==> src/rtl/bitmap_pkg.sv <==
// Shared widths, state/arbiter encodings and address helper for the bitmap write controller.
package bitmap_pkg;

    localparam int CHAR_W = 7;
    localparam int ROW_W  = 4;
    localparam int DATA_W = 8;
    localparam int ADDR_W = CHAR_W + ROW_W;

    localparam logic [ROW_W-1:0] LAST_ROW = '1;

    typedef enum logic {
        ST_IDLE,
        ST_FILL
    } state_t;

    typedef enum logic {
        RR_CPU,
        RR_FILL
    } rr_t;

    // Byte address of one glyph row: the character selects a 16-row block.
    function automatic logic [ADDR_W-1:0] glyph_addr(
        input logic [CHAR_W-1:0] char_idx,
        input logic [ROW_W-1:0]  row_idx
    );
        return {char_idx, row_idx};
    endfunction

endpackage

==> src/rtl/bitmap_write_ctrl_if.sv <==
// Request/response and RAM write bundle of the bitmap write controller.
interface bitmap_write_ctrl_if;
    import bitmap_pkg::*;

    logic              cpu_valid;
    logic              cpu_ready;
    logic [ADDR_W-1:0] cpu_addr;
    logic [DATA_W-1:0] cpu_data;

    logic              fill_valid;
    logic              fill_ready;
    logic [CHAR_W-1:0] fill_char;
    logic [DATA_W-1:0] fill_pattern;
    logic              fill_busy;
    logic              fill_done;

    logic [DATA_W-1:0] write_data;
    logic [ADDR_W-1:0] write_addr;
    logic              write_strobe;

    modport master (
        output cpu_valid, cpu_addr, cpu_data,
        output fill_valid, fill_char, fill_pattern,
        input  cpu_ready, fill_ready, fill_busy, fill_done,
        input  write_data, write_addr, write_strobe
    );

    modport slave (
        input  cpu_valid, cpu_addr, cpu_data,
        input  fill_valid, fill_char, fill_pattern,
        output cpu_ready, fill_ready, fill_busy, fill_done,
        output write_data, write_addr, write_strobe
    );

endinterface

==> src/rtl/bitmap_fill_seq.sv <==
// Glyph fill sequencer: FSM, row counter, latched char/pattern and the fill_done pulse.
module bitmap_fill_seq
    import bitmap_pkg::*;
(
    input  logic              CLK,
    input  logic              RST,
    input  logic              fill_valid,
    input  logic [CHAR_W-1:0] fill_char,
    input  logic [DATA_W-1:0] fill_pattern,
    input  logic              row_take,
    output logic              fill_ready,
    output logic              fill_busy,
    output logic              fill_done,
    output logic              row_valid,
    output logic [ADDR_W-1:0] row_addr,
    output logic [DATA_W-1:0] row_data
);

    state_t            state_reg,   state_next;
    logic [ROW_W-1:0]  row_reg,     row_next;
    logic [CHAR_W-1:0] char_reg,    char_next;
    logic [DATA_W-1:0] pattern_reg, pattern_next;
    logic              done_reg,    done_next;

    always_ff @(posedge CLK) begin
        if (RST) begin
            state_reg   <= ST_IDLE;
            row_reg     <= '0;
            char_reg    <= '0;
            pattern_reg <= '0;
            done_reg    <= 1'b0;
        end else begin
            state_reg   <= state_next;
            row_reg     <= row_next;
            char_reg    <= char_next;
            pattern_reg <= pattern_next;
            done_reg    <= done_next;
        end
    end

    always_comb begin
        state_next   = state_reg;
        row_next     = row_reg;
        char_next    = char_reg;
        pattern_next = pattern_reg;
        done_next    = 1'b0;
        case (state_reg)
            ST_IDLE: begin
                if (fill_valid) begin
                    state_next   = ST_FILL;
                    row_next     = '0;
                    char_next    = fill_char;
                    pattern_next = fill_pattern;
                end
            end
            ST_FILL: begin
                if (row_take) begin
                    // The done pulse is registered so it lines up with the last row's strobe.
                    if (row_reg == LAST_ROW) begin
                        state_next = ST_IDLE;
                        row_next   = '0;
                        done_next  = 1'b1;
                    end else begin
                        row_next = row_reg + 1'b1;
                    end
                end
            end
            default: state_next = ST_IDLE;
        endcase
    end

    assign fill_ready = (state_reg == ST_IDLE);
    assign fill_busy  = (state_reg == ST_FILL);
    assign fill_done  = done_reg;
    assign row_valid  = (state_reg == ST_FILL);
    assign row_addr   = glyph_addr(char_reg, row_reg);
    assign row_data   = pattern_reg;

endmodule

==> src/rtl/bitmap_write_ctrl.sv <==
// Bitmap RAM write-port owner: CPU/fill round-robin arbiter and registered write outputs.
// Fill engine is present only when BITMAP_CTRL_FILL_EN is defined.
module bitmap_write_ctrl
    import bitmap_pkg::*;
(
    input  logic                CLK,
    input  logic                RST,
    bitmap_write_ctrl_if.slave  bus
);

    logic              cpu_grant;
    logic              row_valid;
    logic              row_take;
    logic [ADDR_W-1:0] row_addr;
    logic [DATA_W-1:0] row_data;

    logic              write_strobe_reg;
    logic [ADDR_W-1:0] write_addr_reg;
    logic [DATA_W-1:0] write_data_reg;

`ifdef BITMAP_CTRL_FILL_EN
    rr_t  rr_reg, rr_next;
    logic cpu_ready_w;

    bitmap_fill_seq u_fill_seq (
        .CLK          (CLK),
        .RST          (RST),
        .fill_valid   (bus.fill_valid),
        .fill_char    (bus.fill_char),
        .fill_pattern (bus.fill_pattern),
        .row_take     (row_take),
        .fill_ready   (bus.fill_ready),
        .fill_busy    (bus.fill_busy),
        .fill_done    (bus.fill_done),
        .row_valid    (row_valid),
        .row_addr     (row_addr),
        .row_data     (row_data)
    );

    always_ff @(posedge CLK) begin
        if (RST) begin
            rr_reg <= RR_CPU;
        end else begin
            rr_reg <= rr_next;
        end
    end

    // cpu_ready is a function of state and pointer only, so the CPU never sees a combinational loop.
    always_comb begin
        cpu_ready_w = !row_valid || (rr_reg == RR_CPU);
        cpu_grant   = bus.cpu_valid && cpu_ready_w;
        row_take    = row_valid && !cpu_grant;
        rr_next     = rr_reg;
        if (row_valid) begin
            rr_next = cpu_grant ? RR_FILL : RR_CPU;
        end
    end

    assign bus.cpu_ready = cpu_ready_w;
`else
    logic unused_fill_inputs;

    assign unused_fill_inputs = ^{bus.fill_valid, bus.fill_char, bus.fill_pattern};
    assign row_valid      = 1'b0;
    assign row_take       = 1'b0;
    assign row_addr       = '0;
    assign row_data       = '0;
    assign cpu_grant      = bus.cpu_valid;
    assign bus.cpu_ready  = 1'b1;
    assign bus.fill_ready = 1'b0;
    assign bus.fill_busy  = 1'b0;
    assign bus.fill_done  = 1'b0;
`endif

    // Address/data hold their last value between strobes; only the strobe qualifies them.
    always_ff @(posedge CLK) begin
        if (RST) begin
            write_strobe_reg <= 1'b0;
            write_addr_reg   <= '0;
            write_data_reg   <= '0;
        end else begin
            write_strobe_reg <= cpu_grant || row_take;
            if (cpu_grant) begin
                write_addr_reg <= bus.cpu_addr;
                write_data_reg <= bus.cpu_data;
            end else if (row_take) begin
                write_addr_reg <= row_addr;
                write_data_reg <= row_data;
            end
        end
    end

    assign bus.write_strobe = write_strobe_reg;
    assign bus.write_addr   = write_addr_reg;
    assign bus.write_data   = write_data_reg;

endmodule

==> src/flat_wrapper.sv <==
// flat-port wrapper written by rule: the top's interface ports become plain ports
module bitmap_write_ctrl_flat import bitmap_pkg::*;
  (CLK, RST, bus_cpu_valid, bus_cpu_addr, bus_cpu_data, bus_fill_valid, bus_fill_char, bus_fill_pattern, bus_cpu_ready, bus_fill_ready, bus_fill_busy, bus_fill_done, bus_write_data, bus_write_addr, bus_write_strobe);
  bitmap_write_ctrl_if bus_i ();
  input  logic CLK;
  input  logic RST;
  input wire logic [$bits(bus_i.cpu_valid)-1:0] bus_cpu_valid;
  input wire logic [$bits(bus_i.cpu_addr)-1:0] bus_cpu_addr;
  input wire logic [$bits(bus_i.cpu_data)-1:0] bus_cpu_data;
  input wire logic [$bits(bus_i.fill_valid)-1:0] bus_fill_valid;
  input wire logic [$bits(bus_i.fill_char)-1:0] bus_fill_char;
  input wire logic [$bits(bus_i.fill_pattern)-1:0] bus_fill_pattern;
  output wire logic [$bits(bus_i.cpu_ready)-1:0] bus_cpu_ready;
  output wire logic [$bits(bus_i.fill_ready)-1:0] bus_fill_ready;
  output wire logic [$bits(bus_i.fill_busy)-1:0] bus_fill_busy;
  output wire logic [$bits(bus_i.fill_done)-1:0] bus_fill_done;
  output wire logic [$bits(bus_i.write_data)-1:0] bus_write_data;
  output wire logic [$bits(bus_i.write_addr)-1:0] bus_write_addr;
  output wire logic [$bits(bus_i.write_strobe)-1:0] bus_write_strobe;
  assign bus_i.cpu_valid = bus_cpu_valid;
  assign bus_i.cpu_addr = bus_cpu_addr;
  assign bus_i.cpu_data = bus_cpu_data;
  assign bus_i.fill_valid = bus_fill_valid;
  assign bus_i.fill_char = bus_fill_char;
  assign bus_i.fill_pattern = bus_fill_pattern;
  assign bus_cpu_ready = bus_i.cpu_ready;
  assign bus_fill_ready = bus_i.fill_ready;
  assign bus_fill_busy = bus_i.fill_busy;
  assign bus_fill_done = bus_i.fill_done;
  assign bus_write_data = bus_i.write_data;
  assign bus_write_addr = bus_i.write_addr;
  assign bus_write_strobe = bus_i.write_strobe;
  bitmap_write_ctrl u_core (.CLK(CLK), .RST(RST), .bus(bus_i));
endmodule
==> config.mk <==
export PLATFORM = sky130hd
export DESIGN_NAME = bitmap_write_ctrl_flat
export DESIGN_NICKNAME = d
export VERILOG_FILES = /design/src/rtl/bitmap_pkg.sv /design/src/rtl/bitmap_write_ctrl_if.sv /design/src/rtl/bitmap_fill_seq.sv /design/src/rtl/bitmap_write_ctrl.sv /design/src/flat_wrapper.sv
export SDC_FILE = /design/constraint.sdc
export NUM_CORES = 1
export LEC_CHECK = 0
export ABC_AREA = 1
export BUFFER_PORTS_ARGS = -buffer_cell sky130_fd_sc_hd__clkbuf_2
export CORE_MARGIN = 1
export CORE_UTILIZATION = 39
export CTS_CLUSTER_SIZE = 12
export DETAILED_ROUTE_END_ITERATION = 8
export PLACE_DENSITY = 0.78
export RECOVER_POWER = 100
export SLEW_MARGIN = 20
export SYNTH_ARGS = -nofsm -noshare
export SYNTH_HDL_FRONTEND = slang
export SYNTH_SLANG_ARGS = --single-unit
==> constraint.sdc <==
create_clock -name CLK -period 0.8 [get_ports CLK]
set_clock_uncertainty 0.15 [all_clocks]
set_input_delay 0.04 -clock CLK [delete_from_list [all_inputs] [get_ports CLK]]
set_output_delay 0.04 -clock CLK [all_outputs]
set_load 0.05 [all_outputs]
==> reports/qor.yml <==
status: "finished, violations left"
violations: "hold timing, setup timing"
cts-root-buf: "clkbuf_4"
num_rows: 16
power.static_leakage_nw: 0.9557
rsz0062_at_grt: "yes"
critical_path_class: "flop to primary output"
hold_violations: 10
synth_compound_area_share_pct: 0
fin_crit_sh_pct: 128.4
fp.dieW_um: 48.47
vias_per_cell: 4.332
grt_overflow_total: 0
drc: 0
dieArea_um2: 2349
synthSimpleGateAreaFrac_pct: 34.32
yosysWarningCount: 0
antennaDiodeCount: 0
clock_path_buffers: 2
period_minus_slack_ns: 1.027
chipHeight_um: 48.47
nets: 220
path_delay_family: "flip-flops"
io_pins: 62
crit_buf_inv: 1
clk_latency_ns: 0.30
drive_gt1_share_pct: 38.67
clk_pin_slew_ns: 0.12
grt_pass1_wl_mm: 3.933
dr.pass1.iters: 4
fp.coreArea_um2: 2002
cts-buffers-inserted: 3
crit_fanout: 2
dr.first_iter.drc_count: 10
area_delta_synth_final_pct: 108.3
maxSlewViolCount: 0
wl_per_cell_um: 12.49
cts_tree: "yes"
synthXorXnorAreaFrac_pct: 0
hpwlAfterDp_mm: 1.153
min_path_type: "input port to flop"
synth_top_family_by_area: "simple AND/OR/NAND/NOR gates"
grt_max_degree: 28
vias: 901
max-vdd-ir-drop_uv: 1273
synth_seq_cells: 20
initial_utilization_pct: 42.06
cp_data_required_time_ns: 0.61
start_kind: "flop"
synth.distinct_cells: 9
dpl-instance-area_um2: 1121
wl_mm: 2.598
drv_cap: 0
h-tree-depth: 1
instances_no_fill: 208
setup_viol: 23
synthAdderAreaFrac_pct: 0
yosysSeqAreaShare_pct: 47.55
post_cts_buffers: 0
crit_slowest_cell: "dfxtp_4"
cp.arrival_ns: 0.84
avgSynthCellArea_um2: 6.528
io_buffers: 41
clock.fmax_ghz: 0.9735
largest_reg_flops: 11
netlist_instances: 129
synth_area_um2: 842.1
gp_congestion: 0.6422
synthMuxAreaShare_pct: 0
path_cells: "clkbuf_16"
grt_pass1_vias: 900
design_area_um2: 1754
antenna_found_initial: 0
holdWs_ns: -0.2452
place_inst: 192
track_usage_pct: 21.96
finalWorstSetupSlack_ns: -0.2272
worstSetupEndpointType: "primary output"
pwr_density_cell_nw_per_um2: 1622
postRouteAntennaNets: 0
cts.sink_count: 20
slowest_delay_ns: 0.37
worst register-to-register path: cells and delay by family (launching register included):
kind,cells,cell delay [ns]
flip-flops,1,0.37
AND/OR/NAND/NOR,2,0.17
path summary, 6_finish.rpt:
path	slack, ns	cells after the start	endpoint	startpoint
worst min-delay path	-0.25	2	u_core.bus.write_strobe	RST
worst min register to register	0.36	2	u_core.bus.write_addr[7]	u_core.bus.write_addr[7]
worst max-delay path	-0.23	1	bus_write_addr[1]	u_core.bus.write_addr[1]
worst max register to register	0.02	2	u_core.bus.write_addr[1]	u_core.bus.write_addr[1]
repair_timing:
action / 4_1_cts / 5_1_grt
hold buffers: 17 / 1
pin swaps: 0 / 5
gates resized for setup: 60 / 19
hold endpoints to repair: 20 / 6
setup endpoints to repair: 20 / 35
layer usage:
metal  GRT usage (%)  part of all wire (%)  routed length [um]
met1           21.05                    37                 953
met4           7.353                  0.89                  23
met2           43.66                    56                1454
met3           6.604                   6.4                 167
met5               0                     0                   0
layout make-up:
type | instances | area, um2
clock buffer | 3 | 22.52
clock inverter | 1 | 30.03
fill | 94 | 247.7
inverter | 21 | 78.83
multi-input combinational | 81 | 324.1
sequential | 20 | 473.0
tap | 27 | 33.78
timing repair buffer | 55 | 792.0
cell usage after synthesis:
library cell | instances | area [um2]
dfxtp_1 | 20 | 400.4
buf_4 | 6 | 45.04
buf_6 | 1 | 11.26
buf_2 | 2 | 10.01
nor2_1 | 39 | 146.4
inv_2 | 1 | 3.750
nand2_1 | 38 | 142.6
conb_1 | 2 | 7.510
inv_1 | 20 | 75.07
through the flow:
stage	utilization (%)	setup slack [ns]	total power, mW	hold WS, ns	setup TNS [ns]
2_1_floorplan	-	0.007324	1.562	-0.03875	0
3_3_place_gp	56.00	0.02036	1.670	0.07501	0
3_5_place_dp	56.00	-0.01776	1.683	0.08352	-0.03507
4_1_cts	86.63	-0.2286	2.820	-0.2534	-4.444
5_1_grt	87.63	-0.2633	2.963	-0.2550	-5.248
6_report	87.63	-0.2272	2.846	-0.2452	-4.396
cells in the final DEF, fill, tap and decap left out, drive strengths merged:
master	Yosys	final
inv	21	21
buf	9	2
nor2	39	39
bufinv	0	1
clkbuf	0	38
nand2	38	38
dfxtp	20	20
dlymetal6s4s	0	9
dlygate4sd3	0	9
conb	2	4
report_power, final:
part / switching [mW] / internal (mW)
Sequential: 0.0697 / 1.05
Combinational: 0.468 / 0.446
Clock: 0.306 / 0.506
cells by family after synthesis:
kind of cell	Yosys count
and+or+nand+nor	77
buffers and inverters	30
DFF	20
other	2
No activity file was read; power rests on OpenSTA's default activity.
